[src/rtl/riscv_pkg.sv]
// rtl/riscv_pkg.sv - shared types and constants for the fetch stage and controller
//
// Purpose: fetch FSM state encoding, the canonical NOP instruction, and the
// opcode / funct3 / ALU-op encodings shared with the controller.
// Ports: none (package).

package riscv_pkg;

    // addi x0, x0, 0
    localparam logic [31:0] NOP_INST = 32'h0000_0013;

    typedef enum logic [2:0] {
        ST_BOOT  = 3'd0,
        ST_FETCH = 3'd1,
        ST_WAIT  = 3'd2,
        ST_ISSUE = 3'd3,
        ST_FAULT = 3'd4
    } fetch_state_t;

    typedef enum logic [6:0] {
        OPC_LUI    = 7'b0110111,
        OPC_AUIPC  = 7'b0010111,
        OPC_JAL    = 7'b1101111,
        OPC_JALR   = 7'b1100111,
        OPC_BRANCH = 7'b1100011,
        OPC_LOAD   = 7'b0000011,
        OPC_STORE  = 7'b0100011,
        OPC_OPIMM  = 7'b0010011,
        OPC_OP     = 7'b0110011
    } opcode_t;

    typedef enum logic [2:0] {
        F3_ADD_SUB = 3'b000,
        F3_SLL     = 3'b001,
        F3_SLT     = 3'b010,
        F3_SLTU    = 3'b011,
        F3_XOR     = 3'b100,
        F3_SRL_SRA = 3'b101,
        F3_OR      = 3'b110,
        F3_AND     = 3'b111
    } funct3_t;

    typedef enum logic [3:0] {
        ALU_ADD   = 4'd0,
        ALU_SUB   = 4'd1,
        ALU_SLL   = 4'd2,
        ALU_SLT   = 4'd3,
        ALU_SLTU  = 4'd4,
        ALU_XOR   = 4'd5,
        ALU_SRL   = 4'd6,
        ALU_SRA   = 4'd7,
        ALU_OR    = 4'd8,
        ALU_AND   = 4'd9,
        ALU_PASSB = 4'd10
    } alu_op_t;

endpackage

[src/rtl/pc_next_logic.sv]
// rtl/pc_next_logic.sv - combinational next-PC mux with alignment check
//
// Purpose: selects pc+4 or the jump/branch target, clears target bit 0
// (JALR semantics) and flags a target that is not word aligned.
// Ports:
//   pc         in   current PC
//   PCSel      in   0 = pc+4, 1 = alu_out target
//   alu_out    in   ALU result used as target
//   pc_plus4   out  pc+4, modulo 2^nbit
//   next_pc    out  selected next PC
//   misaligned out  next_pc[1] set

module pc_next_logic #(
    parameter int nbit = 32
) (
    input  logic [nbit-1:0] pc,
    input  logic            PCSel,
    input  logic [nbit-1:0] alu_out,
    output logic [nbit-1:0] pc_plus4,
    output logic [nbit-1:0] next_pc,
    output logic            misaligned
);

    localparam logic [nbit-1:0] CLR_BIT0 = {{(nbit-1){1'b1}}, 1'b0};

    always_comb begin
        pc_plus4   = pc + nbit'(4);
        next_pc    = PCSel ? (alu_out & CLR_BIT0) : pc_plus4;
        // bit 0 is always cleared, so only bit 1 can make the target unaligned
        misaligned = next_pc[1];
    end

endmodule

[src/rtl/fetch_unit.sv]
// rtl/fetch_unit.sv - instruction-fetch stage owning the PC
//
// Purpose: issues instruction-memory requests, holds the fetched word on
// inst until the core retires it, then advances the PC.
// Ports:
//   clk, rst_n       in   clock, synchronous active-low reset
//   PCSel, alu_out   in   next-PC select and target, sampled on exec_done
//   exec_done        in   retire strobe for the current inst
//   imem_req/addr    out  memory request, held until imem_valid
//   imem_rdata/valid in   memory response (may arrive with the request)
//   inst, inst_valid out  instruction to decoder and its qualifier
//   pc, pc_plus4     out  address of inst and its successor
//   fault            out  sticky misaligned-target flag
//   instret          out  retired-instruction counter

module fetch_unit
    import riscv_pkg::fetch_state_t;
    import riscv_pkg::ST_BOOT;
    import riscv_pkg::ST_FETCH;
    import riscv_pkg::ST_WAIT;
    import riscv_pkg::ST_ISSUE;
    import riscv_pkg::ST_FAULT;
#(
    parameter int              nbit     = 32,
    parameter logic [nbit-1:0] RESET_PC = '0,
    parameter logic [nbit-1:0] NOP_INST = nbit'(riscv_pkg::NOP_INST)
) (
    input  logic            clk,
    input  logic            rst_n,
    input  logic            PCSel,
    input  logic [nbit-1:0] alu_out,
    input  logic            exec_done,
    output logic            imem_req,
    output logic [nbit-1:0] imem_addr,
    input  logic [nbit-1:0] imem_rdata,
    input  logic            imem_valid,
    output logic [nbit-1:0] inst,
    output logic            inst_valid,
    output logic [nbit-1:0] pc,
    output logic [nbit-1:0] pc_plus4,
    output logic            fault,
    output logic [nbit-1:0] instret
);

    fetch_state_t    state_q,      state_d;
    logic [nbit-1:0] pc_q,         pc_d;
    logic [nbit-1:0] inst_q,       inst_d;
    logic            inst_valid_q, inst_valid_d;
    logic            fault_q,      fault_d;
    logic [nbit-1:0] instret_q,    instret_d;

    logic [nbit-1:0] next_pc;
    logic            misaligned;

    pc_next_logic #(.nbit(nbit)) u_pc_next (
        .pc         (pc_q),
        .PCSel      (PCSel),
        .alu_out    (alu_out),
        .pc_plus4   (pc_plus4),
        .next_pc    (next_pc),
        .misaligned (misaligned)
    );

    always_comb begin
        state_d      = state_q;
        pc_d         = pc_q;
        inst_d       = inst_q;
        inst_valid_d = inst_valid_q;
        fault_d      = fault_q;
        instret_d    = instret_q;
        imem_req     = 1'b0;
        imem_addr    = pc_q;

        unique case (state_q)
            ST_BOOT: begin
                state_d = ST_FETCH;
            end
            ST_FETCH, ST_WAIT: begin
                imem_req = 1'b1;
                if (imem_valid) begin
                    inst_d       = imem_rdata;
                    inst_valid_d = 1'b1;
                    state_d      = ST_ISSUE;
                end else begin
                    state_d      = ST_WAIT;
                end
            end
            ST_ISSUE: begin
                if (exec_done) begin
                    inst_valid_d = 1'b0;
                    inst_d       = NOP_INST;
                    if (misaligned) begin
                        // PC stays on the offending branch so it can be inspected
                        fault_d = 1'b1;
                        state_d = ST_FAULT;
                    end else begin
                        pc_d      = next_pc;
                        instret_d = instret_q + nbit'(1);
                        state_d   = ST_FETCH;
                    end
                end
            end
            ST_FAULT: begin
                state_d = ST_FAULT;
            end
            default: begin
                state_d = ST_BOOT;
            end
        endcase
    end

    always_ff @(posedge clk) begin
        if (!rst_n) begin
            state_q      <= ST_BOOT;
            pc_q         <= RESET_PC;
            inst_q       <= NOP_INST;
            inst_valid_q <= 1'b0;
            fault_q      <= 1'b0;
            instret_q    <= '0;
        end else begin
            state_q      <= state_d;
            pc_q         <= pc_d;
            inst_q       <= inst_d;
            inst_valid_q <= inst_valid_d;
            fault_q      <= fault_d;
            instret_q    <= instret_d;
        end
    end

    assign inst       = inst_q;
    assign inst_valid = inst_valid_q;
    assign pc         = pc_q;
    assign fault      = fault_q;
    assign instret    = instret_q;

endmodule
[config.mk]
export PLATFORM = sky130hd
export DESIGN_NAME = fetch_unit
export DESIGN_NICKNAME = d
export VERILOG_FILES = /design/src/rtl/riscv_pkg.sv /design/src/rtl/pc_next_logic.sv /design/src/rtl/fetch_unit.sv
export SDC_FILE = /design/constraint.sdc
export NUM_CORES = 1
export LEC_CHECK = 0
export BUFFER_PORTS_ARGS = -buffer_cell sky130_fd_sc_hd__buf_2
export CORE_UTILIZATION = 40
export DETAILED_ROUTE_END_ITERATION = 8
export PLACE_DENSITY_LB_ADDON = 0.3
export SLEW_MARGIN = 10
export SYNTH_ARGS = -nofsm -noshare
export SYNTH_HDL_FRONTEND = slang
export SYNTH_HIERARCHICAL = 1
export SYNTH_SLANG_ARGS = --single-unit
[constraint.sdc]
create_clock -name clk -period 2.9 [get_ports clk]
set_input_delay 0.29 -clock clk [delete_from_list [all_inputs] [get_ports clk]]
set_output_delay 0.29 -clock clk [all_outputs]
set_load 0.1 [all_outputs]
* After elaboration in Yosys (flattened, before gate mapping)
Cells that the tools add are included.
** Cells by class
- Muxes and demuxes :: 12
- Eq/ne operators :: 6
- Reduce and logical (&&, ||, !) cells :: 6
- Add/sub/neg operators :: 2
- Bitwise gates (word level) :: 1
** Operator list (number)
- $mux W32 :: 3
- $pmux W32 S2 :: 1
- $add A32 B1 Y32 const B :: 1
- $add A32 B3 Y32 const B :: 1
- $pmux W3 S4 :: 1
- $reduce_and A3 Y1 :: 3
- $eq A3 B2 Y1 const B :: 2
- $mux W3 :: 2
- $mux W1 :: 4
- $ne A2 B2 Y1 const B :: 2
- $eq A3 B1 Y1 const B :: 1
- $eq A3 B3 Y1 const B :: 1
- $logic_not A3 Y1 :: 1
- $pmux W1 S2 :: 1
- $reduce_bool A2 Y1 :: 1
- $reduce_or A2 Y1 :: 1
- $not A1 Y1 :: 1
** Word-level totals
- Flip-flop bits (word level) :: 100
- Word-level logic and storage cells :: 33

* Logic depth before layout (Yosys ltp)
- Word-level depth :: 5
- Depth in mapped cells :: 9

* Hierarchy
Netlist, hierarchy kept.
** Modules (own cells, without submodules)
- fetch_unit :: area each 4331.7 um^2, times used 1, cells an instance 527
- pc_next_logic :: area each 1122.3 um^2, times used 1, cells an instance 173

* Least setup slack after synthesis
OpenSTA, ideal clock, no wires.
- Path type :: flip-flop to flip-flop
- Start :: register pc_q[2], in the netlist imem_addr[2]
- End :: register pc_q[16], in the netlist imem_addr[16]
- Buffers on the path :: 0
- Setup slack :: -1.510 ns
- Clock period less this slack :: 4.410 ns
- Data arrival time :: 4.340 ns
- Cell stages (with the launch flop) :: 8
- Cell sequence :: dfxtp_1 > ha_1 > nand3_1 > or4_1 > xnor2_1 > mux2_2 > nand2_1 > a21oi_1
** On the way
- Cells in the longest elaborated chain, start to end :: 2
** RTL lines
- start, declared :: RTL line fetch_unit.sv:46 : logic [nbit-1:0] pc_q, pc_d;
- start signal, assigned :: RTL line fetch_unit.sv:122 : pc_q <= pc_d;
- $add A32 B3 Y32 :: RTL line pc_next_logic.sv:27 : pc_plus4 = pc + nbit'(4);
- via pc_plus4[16] :: RTL line fetch_unit.sv:40 : output logic [nbit-1:0] pc_plus4,
- $mux W32 :: RTL line pc_next_logic.sv:28 : next_pc = PCSel ? (alu_out & CLR_BIT0) : pc_plus4;
- via next_pc[16] :: RTL line fetch_unit.sv:52 : logic [nbit-1:0] next_pc;
The timed path passes the listed nets, and every way through them passes these cells.
A chain may end at the register's enable or synchronous reset.

* Worst setup path in the final report
- Start :: register pc_q[12], in the netlist imem_addr[12]
- End :: output port pc_plus4[27]
** On the way
- Cells in the longest elaborated chain, start to end :: 1
** RTL lines (RTL line)
- $add A32 B3 Y32 :: pc_next_logic.sv:27
- end, declared :: fetch_unit.sv:40
No other way between the ends.

==> flow_summary.json <==
{
  "critical_path_peak_fanout": 8,
  "initial_antenna_violation_count": 0,
  "postSynthNetCount": 771,
  "cts_made_buffers": 9,
  "remaining_drc_errors": 0,
  "cts-root-buf": "clkbuf_16",
  "synth.avg_cell_area_um2": 7.791,
  "die_area_mm2": 0.01411,
  "yosysUniqueCellTypes": 52,
  "placeableCoreArea_mm2": 0.01330,
  "unrepaired_setup_endpoints_after_global_routing": "false",
  "place.gp.congestion": 0.8140,
  "grt_start_max_net_pins": 44,
  "count_of_pins_over_their_slew_limit": 0,
  "routed_wl_mm": 15.41,
  "drt_iter0_drc": 318,
  "max_clock_freq_mhz": 358.6,
  "crit_end": "pc_plus4[27]",
  "timing.max_cap.violations": 0,
  "slew_at_the_pin_with_the_worst_max_slew_slack_ns": 1.146,
  "ir_worst_vdd_uv": 348.6,
  "min-delay-path-class": "input port to register",
  "die_width_um": 118.8,
  "first_global_vias": 4930,
  "final_cell_count_no_fill": 1054,
  "power_density_mw_per_mm2": 485.1,
  "num-nets-final": 944,
  "clock_sink_count": 101,
  "clockBufferDepth": 2,
  "worst_r2r_path_depth": 5,
  "place.port_buffers": 230,
  "worst_hold_slack_ns": 0.1842,
  "status": "finished, final reports clean",
  "layout.filler_cells": 1256,
  "cts-htree-levels": 3,
  "worst_path_cell_with_the_longest_stage_delay": "or4_4",
  "critical_path_depth": 5,
  "synth-edff-count": 0,
  "floorplan.io_pins": 232,
  "number_of_rows_in_the_core_area": 42,
  "worstReg2RegStart": "imem_addr[1]",
  "rrSetupSlack_ns": 0.55,
  "critical_path.reg2reg.endpoint": "instret[27]",
  "async_flop_share_pct": 0,
  "post_synth_top_flop": "dfxtp_1",
  "reg_area_mm2": 0.002052,
  "fin_crit_sh_pct": 96.16,
  "worst_setup_path_start_kind": "register",
  "setup.worst_path.start": "imem_addr[12]",
  "timing.critical_path.required_ns": 2.61,
  "antenna-diode-count": 0,
  "drt-wirelength-per-cell_um": 14.62,
  "worstHoldPathCells": 3,
  "clk_transition_reported_paths_ns": 0.07,
  "multi_input_comb_area_mm2": 0.003221,
  "firstDrtPassIters": 4,
  "synthesis.area_mm2": 0.005454,
  "yosysSeqAreaShare_pct": 37.07,
  "power_leakage_nw": 3.144,
  "crit_buf_inv": 1,
  "cts_hold_buffers": 0,
  "kind_of_cell_with_the_highest_combined_delay_on_the_critical_path": "simple AND/OR/NAND/NOR gates",
  "timing.max_slew.rel_slack_pct": 23.13,
  "area_growth_syn_to_layout_pct": 33.95,
  "clock_skew_ns": 0.005648,
  "netlist_instances": 700,
  "post-layout-total-power_mw": 3.544,
  "dr_total_vias": 5666,
  "die_h_um": 118.8,
  "critPathKind": "register to output pin",
  "grt_first_pass_wirelength_mm": 24.74,
  "grt_use_total_pct": 21.47,
  "crit_path_end_kind": "output pin",
  "tritoncts": "done",
  "gr-total-overflow": 0,
  "post_drt_via_cell_ratio": 5.376,
  "initial_cell_density_of_the_core_pct": 41.02,
  "timing.setup.tns_ns": 0,
  "crit_path_cell_trace": "nand3_2 > or4_4 > or4_1 > nand2_2 > buf_12",
  "synth.ff_latch_count": 101,
  "clock_insertion_delay_at_the_later_pin_of_the_skew_report_ns": 0.34,
  "cp_data_arrival_time_ns": 2.50,
  "dp_hpwl_mm": 10.78,
  "ys.warnings.count": 6,
  "ant_nets": 0,
  "dp_cells": 1038,
  "fraction_of_final_layout_cells_with_drive_strength_greater_than_1_pct": 38.72,
  "final_report_hold_violation_count": 0,
  "finalSetupViolations": 0,
  "final.min_clock_period_ns": 2.789,
  "critPathMaxStageDelay_ns": 0.65
}
## tightest hold or removal path: stages
cell     delay, ns
buf_2         0.09
nand3_1       0.05
a21oi_1       0.05
## stage by stage
step,setup WS [ns],utilization [%],area (um2)
2_1_floorplan,-0.2109,-,5738
3_3_place_gp,0.4044,52.28,6950
3_5_place_dp,0.3910,52.28,6950
4_1_cts,0.003919,54.71,7273
5_1_grt,0.01960,54.95,7306
6_report,0.1114,54.95,7306
## registers in the layout, summed over array words and instances (netlist names)
name,cells
instret,32
imem_addr,32
fault,1
state_q,3
inst_valid,1
inst,32
## layer usage
layer  share of wire [%]  global-route usage [%]
met1                  44                   27.79
met4                0.98                   5.696
met3                 6.6                   4.199
met5                   0                       0
met2                  49                   36.29
## synthesized netlist by cell type, types with 2 or more instances
cell type / n / share of area [%]
a21oi_1: 81 / 7.4
a221o_1: 4 / 0.73
a31oi_1: 10 / 1.1
and2_1: 3 / 0.34
and3_1: 7 / 0.80
and4_1: 7 / 1.1
buf_1: 3 / 0.21
buf_2: 5 / 0.46
buf_4: 36 / 5.0
clkbuf_1: 40 / 2.8
dfxtp_1: 101 / 37
ha_1: 2 / 0.46
inv_1: 7 / 0.48
mux2_2: 16 / 3.3
mux2i_1: 3 / 0.55
nand2_1: 104 / 7.2
nand2b_1: 6 / 0.69
nand3_1: 78 / 7.2
nand4_1: 18 / 2.1
nor2_1: 32 / 2.2
nor2b_1: 5 / 0.57
nor3_1: 5 / 0.46
nor3b_1: 5 / 0.69
nor4_1: 14 / 1.6
o21a_1: 3 / 0.41
o21ai_0: 11 / 1.0
o31ai_1: 19 / 2.6
or3_1: 6 / 0.69
or3b_2: 2 / 0.32
or4_1: 20 / 2.8
xnor2_1: 18 / 2.9
xor2_1: 9 / 1.4
## worst min-delay path by stage
stage | start | endpoint | slack, ns
floorplan | imem_rdata[10] | inst[10] | 0.44
global placement | inst_valid | inst_valid | 0.44
detailed placement | inst_valid | inst_valid | 0.45
CTS | imem_rdata[22] | inst[22] | 0.17
global route | imem_rdata[14] | inst[14] | 0.18
finish | imem_rdata[16] | inst[16] | 0.18
## cell type report
class	count	area share, %
Inverter	9	0.4624
Sequential cell	101	28.09
Timing Repair Buffer	247	19.93
Clock inverter	6	1.284
Tap cell	176	3.014
Multi-Input combinational cell	505	44.08
Clock buffer	10	3.134
## logic make-up after synthesis
family          after synthesis  synth area share (%)
simple gates                322                 30.67
compound gates              135                 14.41
flops                       101                 37.07
buf+inv                      94                 9.199
xor+xnor                     27                 4.336
mux                          19                 3.854
fa+ha+maj                     2                0.4587
## where the power goes
group          internal [mW]  switching [mW]  leakage, nW
clock network          0.768           0.550        0.161
logic                  0.159           0.599         2.15
registers               1.43          0.0375        0.829
total                   2.36            1.19         3.14
## placed cells by master (no fill, tap or decap), types with 9 or more instances in the layout
| cell | instances |
|---|---|
| a21oi_1 | 81 |
| a31oi_1 | 10 |
| buf_12 | 12 |
| buf_2 | 219 |
| buf_4 | 16 |
| clkbuf_16 | 9 |
| dfxtp_1 | 81 |
| dfxtp_2 | 18 |
| mux2_2 | 16 |
| nand2_1 | 97 |
| nand3_1 | 77 |
| nand4_1 | 18 |
| nor2_1 | 30 |
| nor4_1 | 12 |
| o21ai_0 | 11 |
| o31ai_1 | 17 |
| or4_1 | 17 |
## repair_timing
| action | in CTS | in global routing |
|---|---|---|
| endpoints found under the setup margin | 0 | 8 |
| resized for setup | 0 | 7 |
| buffers inserted | 0 | 0 |
No activity file was read; power rests on OpenSTA's default activity.
